File: config.mk
export PLATFORM = sky130hd
export DESIGN_NAME = fft32_result_streamer
export DESIGN_NICKNAME = d
export VERILOG_FILES = /design/src/rtl/fft32_result_streamer.sv
export SDC_FILE = /design/constraint.sdc
export NUM_CORES = 2
export LEC_CHECK = 0
export ABC_AREA = 1
export CELL_PAD_IN_SITES_DETAIL_PLACEMENT = 1
export CELL_PAD_IN_SITES_GLOBAL_PLACEMENT = 1
export CORE_AREA = 3 3 428 430
export CTS_BUF_LIST = sky130_fd_sc_hd__clkbuf_4 sky130_fd_sc_hd__clkbuf_8
export DETAILED_ROUTE_END_ITERATION = 7
export DIE_AREA = 0 0 431 433
export PLACE_DENSITY = 0.61
export SKIP_LAST_GASP = 1
export SLEW_MARGIN = 20
export SYNTH_ARGS = -nofsm -noshare
export SYNTH_HDL_FRONTEND = slang
export SYNTH_SLANG_ARGS = --single-unit
File: constraint.sdc
create_clock -name i_clk -period 4 [get_ports i_clk]
set_input_delay 0.8 -clock i_clk [delete_from_list [all_inputs] [get_ports i_clk]]
set_output_delay 0.8 -clock i_clk [all_outputs]
set_load 0.02 [all_outputs]
File: src/rtl/fft32_result_streamer.sv
`default_nettype none
// ============================================================================
//  Module   : fft32_result_streamer
//  Brief    : Snapshots the 32 parallel FFT32 result bins on cycle-done and
//             streams them one bin per beat over valid/ready with |re|+|im|.
//  Revision : 1.0
// ============================================================================
module fft32_result_streamer #(
    parameter int WORD_SIZE = 16,
    parameter int FRACTION  = 8
) (
    input  logic                 i_clk,
    input  logic                 i_rst,
    input  logic                 i_cycle_done,
    input  logic [WORD_SIZE-1:0] in0_re,
    input  logic [WORD_SIZE-1:0] in1_re,
    input  logic [WORD_SIZE-1:0] in2_re,
    input  logic [WORD_SIZE-1:0] in3_re,
    input  logic [WORD_SIZE-1:0] in4_re,
    input  logic [WORD_SIZE-1:0] in5_re,
    input  logic [WORD_SIZE-1:0] in6_re,
    input  logic [WORD_SIZE-1:0] in7_re,
    input  logic [WORD_SIZE-1:0] in8_re,
    input  logic [WORD_SIZE-1:0] in9_re,
    input  logic [WORD_SIZE-1:0] in10_re,
    input  logic [WORD_SIZE-1:0] in11_re,
    input  logic [WORD_SIZE-1:0] in12_re,
    input  logic [WORD_SIZE-1:0] in13_re,
    input  logic [WORD_SIZE-1:0] in14_re,
    input  logic [WORD_SIZE-1:0] in15_re,
    input  logic [WORD_SIZE-1:0] in16_re,
    input  logic [WORD_SIZE-1:0] in17_re,
    input  logic [WORD_SIZE-1:0] in18_re,
    input  logic [WORD_SIZE-1:0] in19_re,
    input  logic [WORD_SIZE-1:0] in20_re,
    input  logic [WORD_SIZE-1:0] in21_re,
    input  logic [WORD_SIZE-1:0] in22_re,
    input  logic [WORD_SIZE-1:0] in23_re,
    input  logic [WORD_SIZE-1:0] in24_re,
    input  logic [WORD_SIZE-1:0] in25_re,
    input  logic [WORD_SIZE-1:0] in26_re,
    input  logic [WORD_SIZE-1:0] in27_re,
    input  logic [WORD_SIZE-1:0] in28_re,
    input  logic [WORD_SIZE-1:0] in29_re,
    input  logic [WORD_SIZE-1:0] in30_re,
    input  logic [WORD_SIZE-1:0] in31_re,
    input  logic [WORD_SIZE-1:0] in0_im,
    input  logic [WORD_SIZE-1:0] in1_im,
    input  logic [WORD_SIZE-1:0] in2_im,
    input  logic [WORD_SIZE-1:0] in3_im,
    input  logic [WORD_SIZE-1:0] in4_im,
    input  logic [WORD_SIZE-1:0] in5_im,
    input  logic [WORD_SIZE-1:0] in6_im,
    input  logic [WORD_SIZE-1:0] in7_im,
    input  logic [WORD_SIZE-1:0] in8_im,
    input  logic [WORD_SIZE-1:0] in9_im,
    input  logic [WORD_SIZE-1:0] in10_im,
    input  logic [WORD_SIZE-1:0] in11_im,
    input  logic [WORD_SIZE-1:0] in12_im,
    input  logic [WORD_SIZE-1:0] in13_im,
    input  logic [WORD_SIZE-1:0] in14_im,
    input  logic [WORD_SIZE-1:0] in15_im,
    input  logic [WORD_SIZE-1:0] in16_im,
    input  logic [WORD_SIZE-1:0] in17_im,
    input  logic [WORD_SIZE-1:0] in18_im,
    input  logic [WORD_SIZE-1:0] in19_im,
    input  logic [WORD_SIZE-1:0] in20_im,
    input  logic [WORD_SIZE-1:0] in21_im,
    input  logic [WORD_SIZE-1:0] in22_im,
    input  logic [WORD_SIZE-1:0] in23_im,
    input  logic [WORD_SIZE-1:0] in24_im,
    input  logic [WORD_SIZE-1:0] in25_im,
    input  logic [WORD_SIZE-1:0] in26_im,
    input  logic [WORD_SIZE-1:0] in27_im,
    input  logic [WORD_SIZE-1:0] in28_im,
    input  logic [WORD_SIZE-1:0] in29_im,
    input  logic [WORD_SIZE-1:0] in30_im,
    input  logic [WORD_SIZE-1:0] in31_im,
    output logic                 o_valid,
    input  logic                 i_ready,
    output logic [WORD_SIZE-1:0] o_re,
    output logic [WORD_SIZE-1:0] o_im,
    output logic [WORD_SIZE:0]   o_mag,
    output logic [4:0]           o_index,
    output logic                 o_last,
    output logic                 o_busy,
    output logic                 o_overrun
);

    localparam int         c_num_bins  = 32;
    localparam logic [4:0] c_last_bin  = 5'd31;

    // FRACTION only documents the Q-format of the bins; it has to fit in a word.
    if (FRACTION < 0 || FRACTION >= WORD_SIZE) begin : g_fraction_range_check
        $error("fft32_result_streamer: FRACTION must lie in [0, WORD_SIZE)");
    end

    typedef enum logic [0:0] {
        ST_IDLE   = 1'b0,
        ST_STREAM = 1'b1
    } state_t;

    state_t               r_state;
    state_t               w_state_next;
    logic                 r_done_q;
    logic [4:0]           r_index;
    logic                 r_overrun;
    logic [WORD_SIZE-1:0] r_buf_re [c_num_bins];
    logic [WORD_SIZE-1:0] r_buf_im [c_num_bins];

    logic [WORD_SIZE-1:0] w_in_re [c_num_bins];
    logic [WORD_SIZE-1:0] w_in_im [c_num_bins];
    logic                 w_capture_evt;
    logic                 w_handshake;
    logic                 w_final_hs;
    logic                 w_load;
    logic [WORD_SIZE-1:0] w_cur_re;
    logic [WORD_SIZE-1:0] w_cur_im;
    logic [WORD_SIZE:0]   w_re_abs;
    logic [WORD_SIZE:0]   w_im_abs;

    assign w_in_re[0]  = in0_re;   assign w_in_im[0]  = in0_im;
    assign w_in_re[1]  = in1_re;   assign w_in_im[1]  = in1_im;
    assign w_in_re[2]  = in2_re;   assign w_in_im[2]  = in2_im;
    assign w_in_re[3]  = in3_re;   assign w_in_im[3]  = in3_im;
    assign w_in_re[4]  = in4_re;   assign w_in_im[4]  = in4_im;
    assign w_in_re[5]  = in5_re;   assign w_in_im[5]  = in5_im;
    assign w_in_re[6]  = in6_re;   assign w_in_im[6]  = in6_im;
    assign w_in_re[7]  = in7_re;   assign w_in_im[7]  = in7_im;
    assign w_in_re[8]  = in8_re;   assign w_in_im[8]  = in8_im;
    assign w_in_re[9]  = in9_re;   assign w_in_im[9]  = in9_im;
    assign w_in_re[10] = in10_re;  assign w_in_im[10] = in10_im;
    assign w_in_re[11] = in11_re;  assign w_in_im[11] = in11_im;
    assign w_in_re[12] = in12_re;  assign w_in_im[12] = in12_im;
    assign w_in_re[13] = in13_re;  assign w_in_im[13] = in13_im;
    assign w_in_re[14] = in14_re;  assign w_in_im[14] = in14_im;
    assign w_in_re[15] = in15_re;  assign w_in_im[15] = in15_im;
    assign w_in_re[16] = in16_re;  assign w_in_im[16] = in16_im;
    assign w_in_re[17] = in17_re;  assign w_in_im[17] = in17_im;
    assign w_in_re[18] = in18_re;  assign w_in_im[18] = in18_im;
    assign w_in_re[19] = in19_re;  assign w_in_im[19] = in19_im;
    assign w_in_re[20] = in20_re;  assign w_in_im[20] = in20_im;
    assign w_in_re[21] = in21_re;  assign w_in_im[21] = in21_im;
    assign w_in_re[22] = in22_re;  assign w_in_im[22] = in22_im;
    assign w_in_re[23] = in23_re;  assign w_in_im[23] = in23_im;
    assign w_in_re[24] = in24_re;  assign w_in_im[24] = in24_im;
    assign w_in_re[25] = in25_re;  assign w_in_im[25] = in25_im;
    assign w_in_re[26] = in26_re;  assign w_in_im[26] = in26_im;
    assign w_in_re[27] = in27_re;  assign w_in_im[27] = in27_im;
    assign w_in_re[28] = in28_re;  assign w_in_im[28] = in28_im;
    assign w_in_re[29] = in29_re;  assign w_in_im[29] = in29_im;
    assign w_in_re[30] = in30_re;  assign w_in_im[30] = in30_im;
    assign w_in_re[31] = in31_re;  assign w_in_im[31] = in31_im;

    // A capture is accepted when idle, or when it lands on the final handshake
    // so the next frame follows bin 31 without a gap.
    assign w_capture_evt = i_cycle_done & ~r_done_q;
    assign w_handshake   = (r_state == ST_STREAM) & i_ready;
    assign w_final_hs    = w_handshake & (r_index == c_last_bin);
    assign w_load        = w_capture_evt & ((r_state == ST_IDLE) | w_final_hs);

    always_ff @(posedge i_clk or negedge i_rst) begin
        if (!i_rst) begin
            r_state  <= ST_IDLE;
            r_done_q <= 1'b0;
        end else begin
            r_state  <= w_state_next;
            r_done_q <= i_cycle_done;
        end
    end

    always_comb begin
        w_state_next = r_state;
        o_valid      = 1'b0;
        o_busy       = 1'b0;
        case (r_state)
            ST_IDLE: begin
                if (w_capture_evt) begin
                    w_state_next = ST_STREAM;
                end
            end
            ST_STREAM: begin
                o_valid = 1'b1;
                o_busy  = 1'b1;
                if (w_final_hs && !w_capture_evt) begin
                    w_state_next = ST_IDLE;
                end
            end
            default: begin
                w_state_next = ST_IDLE;
            end
        endcase
    end

    always_ff @(posedge i_clk or negedge i_rst) begin
        if (!i_rst) begin
            r_index   <= 5'd0;
            r_overrun <= 1'b0;
        end else begin
            if (w_load || w_final_hs) begin
                r_index <= 5'd0;
            end else if (w_handshake) begin
                r_index <= r_index + 5'd1;
            end
            if (w_capture_evt && (r_state == ST_STREAM) && !w_final_hs) begin
                r_overrun <= 1'b1;
            end
        end
    end

    always_ff @(posedge i_clk or negedge i_rst) begin
        if (!i_rst) begin
            for (int i = 0; i < c_num_bins; i++) begin
                r_buf_re[i] <= '0;
                r_buf_im[i] <= '0;
            end
        end else if (w_load) begin
            for (int i = 0; i < c_num_bins; i++) begin
                r_buf_re[i] <= w_in_re[i];
                r_buf_im[i] <= w_in_im[i];
            end
        end
    end

    // Absolute values are formed one bit wider so the most negative code
    // maps to +2^(WORD_SIZE-1) exactly.
    assign w_cur_re = r_buf_re[r_index];
    assign w_cur_im = r_buf_im[r_index];
    assign w_re_abs = w_cur_re[WORD_SIZE-1] ? ({(WORD_SIZE+1){1'b0}} - {1'b1, w_cur_re})
                                            : {1'b0, w_cur_re};
    assign w_im_abs = w_cur_im[WORD_SIZE-1] ? ({(WORD_SIZE+1){1'b0}} - {1'b1, w_cur_im})
                                            : {1'b0, w_cur_im};

    assign o_re      = w_cur_re;
    assign o_im      = w_cur_im;
    assign o_mag     = w_re_abs + w_im_abs;
    assign o_index   = r_index;
    assign o_last    = o_valid & (r_index == c_last_bin);
    assign o_overrun = r_overrun;

endmodule
`default_nettype wire

* Yosys cells after proc, flatten, opt, wreduce, memory -nomap -nowiden
Cells that the tools add are included.
Cells by class: $add $sub $neg 4, $lt $le $gt $ge 1, equal/unequal tests 1, mux-type cells 14, bitwise logic cells 9, reduce and logical (&&, ||, !) cells 7
Operators with widths (count):
- 16-bit binary-select mux with 5-bit select | 2
- 16-bit 2-to-1 mux | 4
- 17-bit 2-to-1 mux | 2
- 1-bit by 17-bit subtractor with 17-bit output, first input constant | 2
- 17-bit adder | 1
- 5-bit 2-to-1 mux | 2
- 6-bit greater-or-equal comparator, second input constant | 1
- 5-bit NOT with 6-bit output | 1
- 5-bit by 1-bit adder with 5-bit output, second input constant | 1
- 1-bit bitwise AND | 5
- 5-bit equality test, second input constant | 1
- 1-bit logical AND | 3
- 1-bit 2-to-1 mux | 3
- 1-bit zero test | 2
- 1-bit NOT | 2
- 1-bit one-hot mux with 2 select lines | 1
- 2-bit nonzero test | 1
- 1-bit logical OR | 1
- 1-bit OR | 1
Storage, ports and cells: register bits after elaboration 1032, bits of input ports 1028, output and inout bits 58, logic and storage cells 104

* Longest topological paths before layout
depth in word-level cells 7, gate-level depth with buffers 28, mapped depth without buffers 25

* Worst setup path after synthesis
No wires, ideal clock.
path kind reg2out, start point register r_index[1] (netlist: o_index[1]), end point output o_mag[14], arrival time 3956 ps, data required time 3200 ps, path slack -756 ps, cell stages (with the launch flop) 20, buffers on the path 4, cell sequence dfrtp_1 buf_4 buf_2 buf_1 nand3_1 nand3_1 nand3_1 nand3_1 nand2_2 buf_4 o21a_1 fa_1 nand3b_1 nand2_1 a21oi_1 o21ai_0 a21boi_0 o21ai_0 a21oi_1 xnor2_1
Between the ends: elaborated cells between the ends (all ways) 12, those cells by class 3 x add/sub; 8 x mux; 1 x bitwise
RTL lines:
- from (decl) | RTL line 106 | logic [4:0] r_index;
- from (signal assigned) | RTL line 203 | r_index <= r_index + 5'd1;
- 5-bit NOT with 6-bit output (not written as such) | RTL line 228 | assign w_cur_im = r_buf_im[r_index];
- 16-bit binary-select mux with 5-bit select | RTL line 228
- 16-bit 2-to-1 mux (not written as such) (2 in series) | RTL line 228
- named net o_im[15] | RTL line 82 | output logic [WORD_SIZE-1:0] o_im,
- 17-bit 2-to-1 mux | RTL line 231 | assign w_im_abs = w_cur_im[WORD_SIZE-1] ? ({(WORD_SIZE+1){1'b0}} - {1'b1, w_cur_im})
- 17-bit adder | RTL line 236 | assign o_mag = w_re_abs + w_im_abs;
- to (decl) | RTL line 83 | output logic [WORD_SIZE:0] o_mag,
The timed path passes the listed nets, and every way through them passes these cells. The select of a mux whose other input is x is not followed.

* Worst setup path in the final report
start point register r_index[0] (netlist: o_index[0]), end point output o_mag[12]
Between the ends: cells in the longest elaborated chain, start to end 7, elaborated cells between the ends (all ways) 12, those cells by class 3 x add/sub; 8 x mux; 1 x bitwise
Ends and longest elaborated chain (RTL line):
- 5-bit NOT with 6-bit output (not written as such) * | 227, 228
- 16-bit binary-select mux with 5-bit select, on equally long branches | 227, 228
- 16-bit 2-to-1 mux, on equally long branches (2 in series) | 227, 228
- 1-bit by 17-bit subtractor with 17-bit output, on equally long branches | 229, 231
- 17-bit 2-to-1 mux, on equally long branches | 229, 231
- 17-bit adder * | 236
Every way passes the cells marked *; elsewhere a longest branch is shown, timed or not. The select of a mux whose other input is x is not followed.

==> reports/qor.yml <==
route:
  wl_met2_um: 126000
  firstDrtPassIters: 7
  via_per_inst: 4.90
  met1_length_um: 113000
  ant_nets: 0
  drt_iter0_drc: 2948
  route.detailed.drc: 0
  wl_um: 266000
  vias: 47000
  wire_per_inst_um: 27.7
  wl_met3_um: 14100
  top_layer: "met5"
critical_path:
  crit_required_ns: 3.20
  r2r-start: "o_index[0]"
  critPathCaptureType: "output port"
  cp_cell_sequence: "buf_16 > buf_16 > or2_2 > nand3_1 > nand3_1 > nand3_2 > nand3_1 > nand2_2 > buf_4 > nand3_2 > o21ai_2 > xor2_1 > inv_1 > ha_1 > nand2_1 > nand2_1 > a21oi_4 > o21ai_2 > a21boi_2 > o21ai_2 > buf_4 > buf_6 > xor2_4 > buf_4"
  cp_max_fo: 9
  r2r_cells: 15
  critPathSlowestCell: "dfrtp_4"
  r2r-end: "r_buf_re[240]"
  cp-start-kind: "register"
  cpPeakStageDelay_ns: 0.52
  worstSetupPathType: "reg -> out"
  crit_arrival_ns: 5.09
  r2r_slack_ns: 0.56
clocking:
  cts_made_buffers: 193
  insertion_delay_ns: 1.01
  cts_num_sinks: 1032
  clkTransAtPathRegs_ns: 0.06
  htreeDepth: 4
  clk_path_buf_depth: 3
  cts_tree: "done"
  cts_root_buf: "clkbuf_8"
worst_hold_path:
  holdPathEnd: "r_buf_re[218]"
  min_path_cells: 3
  hold_class: "in -> reg"
  hold_start: "in18_re[10]"
timing:
  maxSlewViolCount: 0
  rsz0062_at_grt: "yes"
  fin_crit_sh_pct: 147
  setup_slack_ns: -1.89
  tightest_slew_ns: 1.05
  timing.final.hold_violations: 0
  setup_viol: 41
  clock_skew_ns: 0.0722
  slew_headroom_pct: 29.7
  max_freq_ghz: 0.170
  final.min_clock_period_ns: 5.89
grt:
  grt_first_pass_wirelength_um: 370000
  antenna_found_initial: 96
  first_global_vias: 50900
  grt_max_degree: 92
  grtUsageTotal_pct: 27.8
  grt-ovfl-total: 0
placed_design:
  io_buffers: 1085
  dpl_cell_area_mm2: 0.0695
  place_worst_setup_slack_ns: -1.84
  dp_hpwl_um: 202000
  routabilityCongestion: 0.912
finish:
  layout_common_cells: "1156 x nand2_1, 1034 x clkdlybuf4s50_1, 1027 x dfrtp_1, 850 x mux2_2, 556 x buf_4"
  layout.nets: 8053
  n_fill_cell: 20000
  final_common_cell: "nand2_1"
  design_area_mm2: 0.0782
  syn2layout_area_growth_pct: 53.8
  final_layout_size_suffix_gt1_share_pct: 33.5
floorplanning:
  die_w_um: 431
  fp.coreArea_mm2: 0.180
  die-height_um: 433
  io_pins: 1086
  initial_utilization_pct: 28.2
  dieArea_mm2: 0.187
  rows: 156
synthesis:
  seq_area_frac_synth_pct: 50.7
  ys.warnings.count: 0
  synth_fp_nets: 6365
  synth_cells: 5316
  ys_async_sr_fraction_pct: 100
  synth_cell_type_count: 42
  avgSynthCellArea_um2: 9.57
  yosys.area.top_type: "dfrtp_1"
  syn-cell-area_mm2: 0.0509
  ys_ff_latch: 1032
  synth-edff-count: 0
  yosysTopAreaCellShare_pct: 50.7
  ys.flop_type: "dfrtp_1"
  synth.area.top_cells: "dfrtp_1 51%, mux2_2 19%, nand2_1 9.2%"
pwr:
  clock_power_share_pct: 15.3
  max-vdd-ir-drop_v: 0.00190
  switching_share_pct: 42.6
  intPower_mw: 45.3
  p_seq_share_pct: 22.0
  p_per_area_mw_per_mm2: 1010
  power_frac_comb_pct: 62.7
  p_leak_nw: 36.2
  switching_power_mw: 33.7
flow_run:
  maxCapViolations: 0
run_status:
  violations: "setup timing"
  run_status: "finished with violations"
## power groups by stage
stage	Combinational, mW	Sequential [mW]	Clock [mW]
3_5_place_dp	41.7	17.4	0
4_1_cts	47.8	17.3	12.4
6_report	49.5	17.4	12.1
3_3_place_gp	41.2	17.3	0
5_1_grt	52.2	17.8	12.8
2_1_floorplan	18.3	16.3	0
## layer usage
metal | track usage, % | vias to the layer above
met1 | 35.4 | 24000
met4 | 14.2 | 30
met5 | 0 | -
met2 | 44.8 | 1341
li1 | - | 21200
met3 | 5.34 | 444
## worst max-delay path: cells and delay by family, from the launching register on
| kind | cells | cell delay (ns) |
|---|---|---|
| simple gates | 9 | 1.11 |
| buf+inv | 7 | 1.04 |
| compound gates | 5 | 0.73 |
| xor+xnor | 2 | 0.38 |
| fa+ha+maj | 1 | 0.33 |
| flops | 1 | 0.52 |
## repair_timing
item / in CTS / in global routing
hold buffers: 1 / 0
setup endpoints to repair: 50 / 49
gates resized for setup: 580 / 80
setup buffers: 83 / 10
cloned: 34 / 2
pin swaps: 150 / 41
endpoints found under the hold margin: 50 / 0
## Yosys cell counts (all sizes together), types with 5 or more instances
cell / count
nor3: 22
mux2: 850
o22ai: 21
inv: 243
o221ai: 7
xnor2: 5
nand2: 1261
dfrtp: 1032
nor2: 400
o21ai: 201
a31oi: 6
clkbuf: 105
xor2: 22
a21oi: 329
ha: 20
o211ai: 51
nand3: 455
or2: 5
buf: 258
nand4: 5
## final cells by class
cell class                 instances  area, um2  share of cell area (%)
clock buffer                     303       3820                    4.88
tap                             2370       2970                    3.79
clock inverter                    47        688                   0.879
timing repair buffer            1852      19600                    25.0
multi-input combinational       3677      24100                    30.8
timing repair inverter             4       88.8                   0.114
sequential                      1032      25800                    33.0
inverter                         244        982                    1.26
antenna                           71        178                   0.227
## cells by family after synthesis
kind of cell    count (synthesis)  synth area share [%]
simple gates                 2149                  17.2
flops                        1032                  50.7
mux                           852                  18.8
compound gates                628                  6.74
buf+inv                       607                  5.50
xor+xnor                       27                 0.465
fa+ha+maj                      21                 0.531
## stage by stage
| stage | instances | total power, mW | utilization, % | hold WS, ns | TNS [ns] |
|---|---|---|---|---|---|
| after detailed placement | 9056 | 59.2 | 38.6 | 0.444 | -19.67 |
| after CTS | 9518 | 77.4 | 43.1 | 0.277 | -30.17 |
| after floorplan | 5316 | 34.7 | - | 0.425 | -0.308 |
| after global placement | 9056 | 58.4 | 38.6 | 0.433 | -19.70 |
| final | 9600 | 78.9 | 43.4 | 0.395 | -27.69 |
| after global routing | 9581 | 82.8 | 43.4 | 0.325 | -36.53 |
## how the worst max path moves through the flow
stage               start        end  depth (start not counted)
2_1_floorplan  o_index[0]  o_mag[14]                         21
3_3_place_gp   o_index[0]  o_mag[12]                         26
3_5_place_dp   o_index[0]  o_mag[12]                         25
4_1_cts        o_index[0]  o_mag[14]                         27
5_1_grt        o_index[0]  o_mag[12]                         24
6_report       o_index[0]  o_mag[12]                         24
## state kept, by name, indices dropped and copies added, names as in the netlist
register   cells
r_done_q       1
r_buf_im     512
o_index        5
r_state        1
o_overrun      1
r_buf_re     512
(Power assumes the default switching activity.)
